--- src/rtl/pipeline_decode_queue.sv ---
// rtl/pipeline_decode_queue.sv - MIPS decode stage with DEPTH-entry op FIFO and load-use interlock at issue
// Optional: define DECODE_EXT_OPS_EN to decode lui, sltiu and lb.
module pipeline_decode_queue #(
  parameter int DEPTH = 4,
  parameter int LOAD_USE_STALL = 1,
  localparam int CNT_W = $clog2(DEPTH) + 1
) (
  input  logic             clk,
  input  logic             reset,
  input  logic             flush,
  input  logic             in_valid,
  output logic             in_ready,
  input  logic [31:0]      in_instr,
  output logic             out_valid,
  input  logic             out_ready,
  output logic [12:0]      out_signal,
  output logic             out_req,
  output logic [31:0]      out_instr,
  output logic [4:0]       out_wdst,
  output logic [CNT_W-1:0] count
);
  localparam int AW = $clog2(DEPTH);
  localparam int SW = (LOAD_USE_STALL > 0) ? $clog2(LOAD_USE_STALL + 1) : 1;

  typedef enum logic {IDLE, ARMED} lu_state_t;

  function automatic logic [12:0] decode(input logic [31:0] instr);
    logic [5:0] op;
    logic [5:0] fn;
    op = instr[31:26];
    fn = instr[5:0];
    decode = '0;
    case (op)
      6'b000000: if (fn != 6'b001000)
        decode = {2'b10, 3'b000, ~|fn[5:2], 1'b0, fn[3:0] ^ {{2{fn[5]}}, 2'b00}, 2'b00};
      6'b001000: decode = 13'b11_1_0_0_0_1_1100_00;
      6'b001100: decode = 13'b11_0_0_0_0_1_1000_00;
      6'b001101: decode = 13'b11_0_0_0_0_1_1001_00;
      6'b001110: decode = 13'b11_0_0_0_0_1_1010_00;
      6'b001010: decode = 13'b11_1_0_0_0_1_0110_00;
      6'b101011: decode = 13'b00_1_0_0_0_1_1100_10;
      6'b100011: decode = 13'b11_1_0_1_0_1_1100_01;
      6'b000011: decode = 13'b01_0_1_0_0_1_1111_00;
`ifdef DECODE_EXT_OPS_EN
      6'b001111: decode = 13'b11_0_0_0_0_1_1011_00;
      6'b001011: decode = 13'b11_1_0_0_0_1_0111_00;
      6'b100000: decode = 13'b11_1_0_1_0_1_1100_01;
`endif
      default:   decode = '0;
    endcase
  endfunction

  logic [31:0]   mem_instr [DEPTH];
  logic [12:0]   mem_sig   [DEPTH];
  logic [AW-1:0] wr_ptr;
  logic [AW-1:0] rd_ptr;
  lu_state_t     state;
  logic [4:0]    ld_dst;
  logic [SW-1:0] stall_cnt;
  logic          push;
  logic          pop;
  logic          stall;
  logic          hazard;
  logic          reads_rs;
  logic          reads_rt;
  logic [5:0]    head_op;

  // Empty queue presents an all-zero head so stale storage never leaks out.
  assign out_signal = (count != '0) ? mem_sig[rd_ptr]   : '0;
  assign out_instr  = (count != '0) ? mem_instr[rd_ptr] : '0;
  assign out_req    = out_signal[1] | out_signal[0];

  always_comb begin
    out_wdst = 5'd0;
    case (out_signal[12:11])
      2'b10:   out_wdst = out_instr[15:11];
      2'b11:   out_wdst = out_instr[20:16];
      2'b01:   out_wdst = 5'd31;
      default: out_wdst = 5'd0;
    endcase
  end

  assign head_op  = out_instr[31:26];
  assign reads_rs = (head_op != 6'b000010) && (head_op != 6'b000011);
  assign reads_rt = (head_op == 6'b000000) || (head_op == 6'b000100) ||
                    (head_op == 6'b000101) || (head_op == 6'b101011);
  assign hazard   = (count != '0) &&
                    ((reads_rs && out_instr[25:21] == ld_dst) ||
                     (reads_rt && out_instr[20:16] == ld_dst));
  assign stall    = (state == ARMED) && hazard && (stall_cnt != '0);

  assign in_ready  = !reset && !flush && (count < CNT_W'(DEPTH));
  assign out_valid = (count != '0) && !stall;
  assign push      = in_valid && in_ready;
  assign pop       = out_valid && out_ready && !flush;

  always_ff @(posedge clk) begin
    if (reset || flush) begin
      wr_ptr <= '0;
      rd_ptr <= '0;
      count  <= '0;
    end else begin
      if (push) begin
        mem_instr[wr_ptr] <= in_instr;
        mem_sig[wr_ptr]   <= decode(in_instr);
        wr_ptr            <= wr_ptr + AW'(1);
      end
      if (pop)
        rd_ptr <= rd_ptr + AW'(1);
      case ({push, pop})
        2'b10:   count <= count + CNT_W'(1);
        2'b01:   count <= count - CNT_W'(1);
        default: count <= count;
      endcase
    end
  end

  // Issuing a load arms the interlock; it lingers only while the head keeps matching.
  always_ff @(posedge clk) begin
    if (reset || flush) begin
      state     <= IDLE;
      ld_dst    <= 5'd0;
      stall_cnt <= '0;
    end else if ((LOAD_USE_STALL > 0) && pop && out_signal[0] && (out_wdst != 5'd0)) begin
      state     <= ARMED;
      ld_dst    <= out_wdst;
      stall_cnt <= SW'(LOAD_USE_STALL);
    end else if (state == ARMED) begin
      if (!hazard || stall_cnt == '0)
        state <= IDLE;
      else
        stall_cnt <= stall_cnt - SW'(1);
    end
  end
endmodule

--- config.mk ---
export PLATFORM = sky130hd
export DESIGN_NAME = pipeline_decode_queue
export DESIGN_NICKNAME = d
export VERILOG_FILES = /design/src/rtl/pipeline_decode_queue.sv
export SDC_FILE = /design/constraint.sdc
export NUM_CORES = 1
export LEC_CHECK = 0
export ABC_AREA = 1
export CAP_MARGIN = 40
export CORE_MARGIN = 1
export CORE_UTILIZATION = 35
export CTS_CLUSTER_SIZE = 20
export DETAILED_ROUTE_END_ITERATION = 10
export SLEW_MARGIN = 5
export SYNTH_ARGS = -nofsm -noshare
export SYNTH_HDL_FRONTEND = slang
export SYNTH_SLANG_ARGS = --single-unit
--- constraint.sdc ---
create_clock -name clk -period 6.18 [get_ports clk]
set_input_delay 1.236 -clock clk [delete_from_list [all_inputs] [get_ports clk]]
set_output_delay 1.236 -clock clk [all_outputs]
set_load 0.02 [all_outputs]
==> metrics.cfg <==
[floorplan]
die_width_microns = 158
floorplan.initialDensity_pct = 35.9
core_ar_sq_um = 23600
ioPinCount = 93
die_area_sq_um = 24800
placement_rows = 56
die_h_microns = 158

[power_and_ir_drop]
power.internal_uw = 2040
seq_power_share_pct = 54.6
share_clk_of_total_power_pct = 40.7
vdd_ir_drop_max_mv = 0.125
p_sw_share_pct = 22.0
static-leakage-power_uw = 0.00394
power_density_nw_per_um2 = 254
p_switching_uw = 576
combinational_power_share_pct = 4.7

[global_routing]
global_route.usage.total_pct = 16.6
grt_first_pass_wirelength_mm = 30.5
grt_overflow = 0
via_count_of_the_first_global_routing_pass = 5692
initial_antenna_violation_count = 0
grt_max_degree = 53

[yosys]
synth-seq-area-share_pct = 66.2
postSynthNetCount = 861
netlist.top_cell.by_area = edfxtp_1
syn-cell-area_sq_um = 8470
netlist_top_cells_area = edfxtp_1, nand2_1, nor2_1
syn_avg_cell_area_sq_um = 10.4
postSynthRegisterBits = 192
netlist-cell-type-count = 37
synthDominantCellAreaShare_pct = 62.4
syn_inst = 818
ys_warn_count = 0

[drt]
routed-wl-met2_mm = 9.29
route.vias.total = 5855
route.met3.wl_microns = 999
routed_via_density = 4.72
detail_route.wl_per_cell_microns = 15.9
post_route_met1_wirelength_mm = 9.16
drt_iter0_drc = 332
postRouteWirelength_mm = 19.7
routed.top_layer = met4
antenna_violating_nets_post_route = 0
drt_pass1_iterations = 4
drc_errors = 0

[setup_path]
setup.reg_to_reg.worst_slack_ns = 2.27
arrival_ns = 3.63
timing.critical_path.mode_cell = nand2_1
critical_path.reg2reg.startpoint = count[1]
reg2regPathDepth = 22
path_cells = inv_1 > nand3_2 > inv_2 > o21ai_0 > nand2_1 > inv_1 > nand2_1 > nor2_1 > nand2_1 > nand2_1 > nand2_2 > nand2_1 > inv_2 > clkdlybuf4s50_1
worst_setup_path_start_kind = flip-flop
critical_path_buffer_and_inverter_count = 5
critical-path-max-stage-delay_ns = 0.83
timing.rr.end = count[2]
crit_slowest_cell = inv_2
cp-end-kind = output pin
cpLargestDelayFamily = buffers and inverters
crit_type = reg -> out
critical_path_peak_fanout = 33
cp_data_required_time_ns = 4.94

[placed_design]
dpl.hpwl_mm = 12.9
place_inst = 1208
io_buffer_count = 92
dpl-instance-area_sq_um = 9740
gp_congestion = 0.845

[clock_network]
clockRootBuffer = clkbuf_16
clock_sinks = 192
post_cts.resized_instances = 0
cts_buffers = 17
cts_setup_buffers = 0
cts-hold-fix-buffers = 0
clock_tree.buffer_depth = 2
tritoncts_clock_tree = yes
cts-htree-levels = 4
clkLatencyLatePin_ns = 0.43
cts.clk_slew.worst_paths_ns = 0.07

[cells_and_area]
area_delta_synth_final_pct = 21.8
num-nets-final = 951
layout_common_cells = edfxtp_1, nand2_1, nor2_1
most_common_cell_after_layout_fill_and_taps_aside = edfxtp_1
design_area_sq_um = 10300
drive_gt1_share_pct = 8.36
finish.cell_count_without_fillers = 1240
num_antenna_cells = 0

[sta]
tightestPinTransition_ns = 0.817
fmaxAchievable_ghz = 0.205
timing.max_slew.rel_slack_pct = 45.5
period_share_pct = 78.8
final_hold_viol_count = 0
setup_tns_ns = 0
fin_crit_ns = 4.87
setup_violation_total_in_the_final_timing_report = 0
finalMaxSlewViolations = 0
unrepaired_setup_endpoints_after_global_routing = no
worst_clock_skew_ns = 0.0111

[hold_path]
holdCritPathClass = reg -> reg
min-delay-start = stall_cnt
holdPathStages = 2
hold_path_end = stall_cnt

[outcome]
status = complete, no violations

[flow_run]
maxCapViolations = 0

==> layout make-up <==
class                      count  area [sq um]
fill                        2255         13300
sequential                   192          5610
multi-input combinational    514          2380
timing repair buffer         106          1060
clock buffer                  17           425
tap                          319           399
inverter                      77           289
clock inverter                15           150
==> cells by family after synthesis <==
family / count (synthesis) / synth area share [%]
AND/OR/NAND/NOR: 389 / 19.1
flip-flops: 192 / 66.2
AO/OA/AOI/OAI: 115 / 7.24
XOR/XNOR: 4 / 0.414
buffers and inverters: 112 / 6.06
adder cells (fa/ha/maj): 6 / 0.975
==> through the flow <==
step / utilization [%] / setup slack (ns) / hold WS, ns / power [uW]
floorplan: - / 1.53 / 0.444 / 1510
global placement: 41.0 / 1.76 / 0.481 / 1580
detailed placement: 41.2 / 1.67 / 0.466 / 1580
CTS: 43.7 / 1.29 / 0.477 / 2640
global route: 43.7 / 0.937 / 0.521 / 2700
finish: 43.7 / 1.31 / 0.474 / 2620
==> worst min-delay path: stages, from the launching register on <==
cell and delay [ns]:
dfxtp_1 0.31, nand2_1 0.06, a21oi_1 0.06
==> Yosys cell counts (all sizes together) <==
cell / n
o21bai: 2
o21ai: 70
buf: 24
inv: 77
a2111o: 1
dfxtp: 16
xnor2: 1
o41ai: 1
nor4: 3
nand2: 173
edfxtp: 176
nor3b: 2
nand4: 3
a211oi: 1
ha: 5
and2: 1
clkbuf: 11
or2: 1
nand3: 48
nor2: 157
o211ai: 5
xor2: 3
nor3: 1
a21oi: 35
fa: 1
==> sequential cells by signal, summed over array words and instances, names as in the netlist, named ones only <==
register   cells
state          1
mem_sig       48
wr_ptr         2
mem_instr    128
count          3
stall_cnt      1
ld_dst         5
rd_ptr         2
==> how the worst max path moves through the flow <==
| stage | depth (start not counted) | endpoint | start | slack, ns |
|---|---|---|---|---|
| final | 14 | out_valid | count[1] | 1.31 |
| after global routing | 16 | out_valid | flip-flop | 0.94 |
| after CTS | 14 | out_valid | count[1] | 1.29 |
| after detailed placement | 7 | mem_instr[0][18] | flush | 1.67 |
| after global placement | 14 | out_valid | count[1] | 1.76 |
| after floorplan | 5 | mem_instr[0][0] | flush | 1.53 |
==> power groups by stage <==
stage / Sequential, uW / Clock [uW] / Combinational, uW
finish: 1430 / 1070 / 124
global route: 1430 / 1140 / 136
CTS: 1430 / 1080 / 125
detailed placement: 1460 / 0 / 124
global placement: 1460 / 0 / 123
floorplan: 1460 / 0 / 55.5
==> metal layers <==
| metal | GRT usage, % | vias to the layer above |
|---|---|---|
| met5 | 0 | - |
| met4 | 4.58 | 0 |
| met3 | 3.69 | 15 |
| li1 | - | 2913 |
| met2 | 27.1 | 149 |
| met1 | 22.3 | 2778 |
No activity file was read; power rests on OpenSTA's default activity.
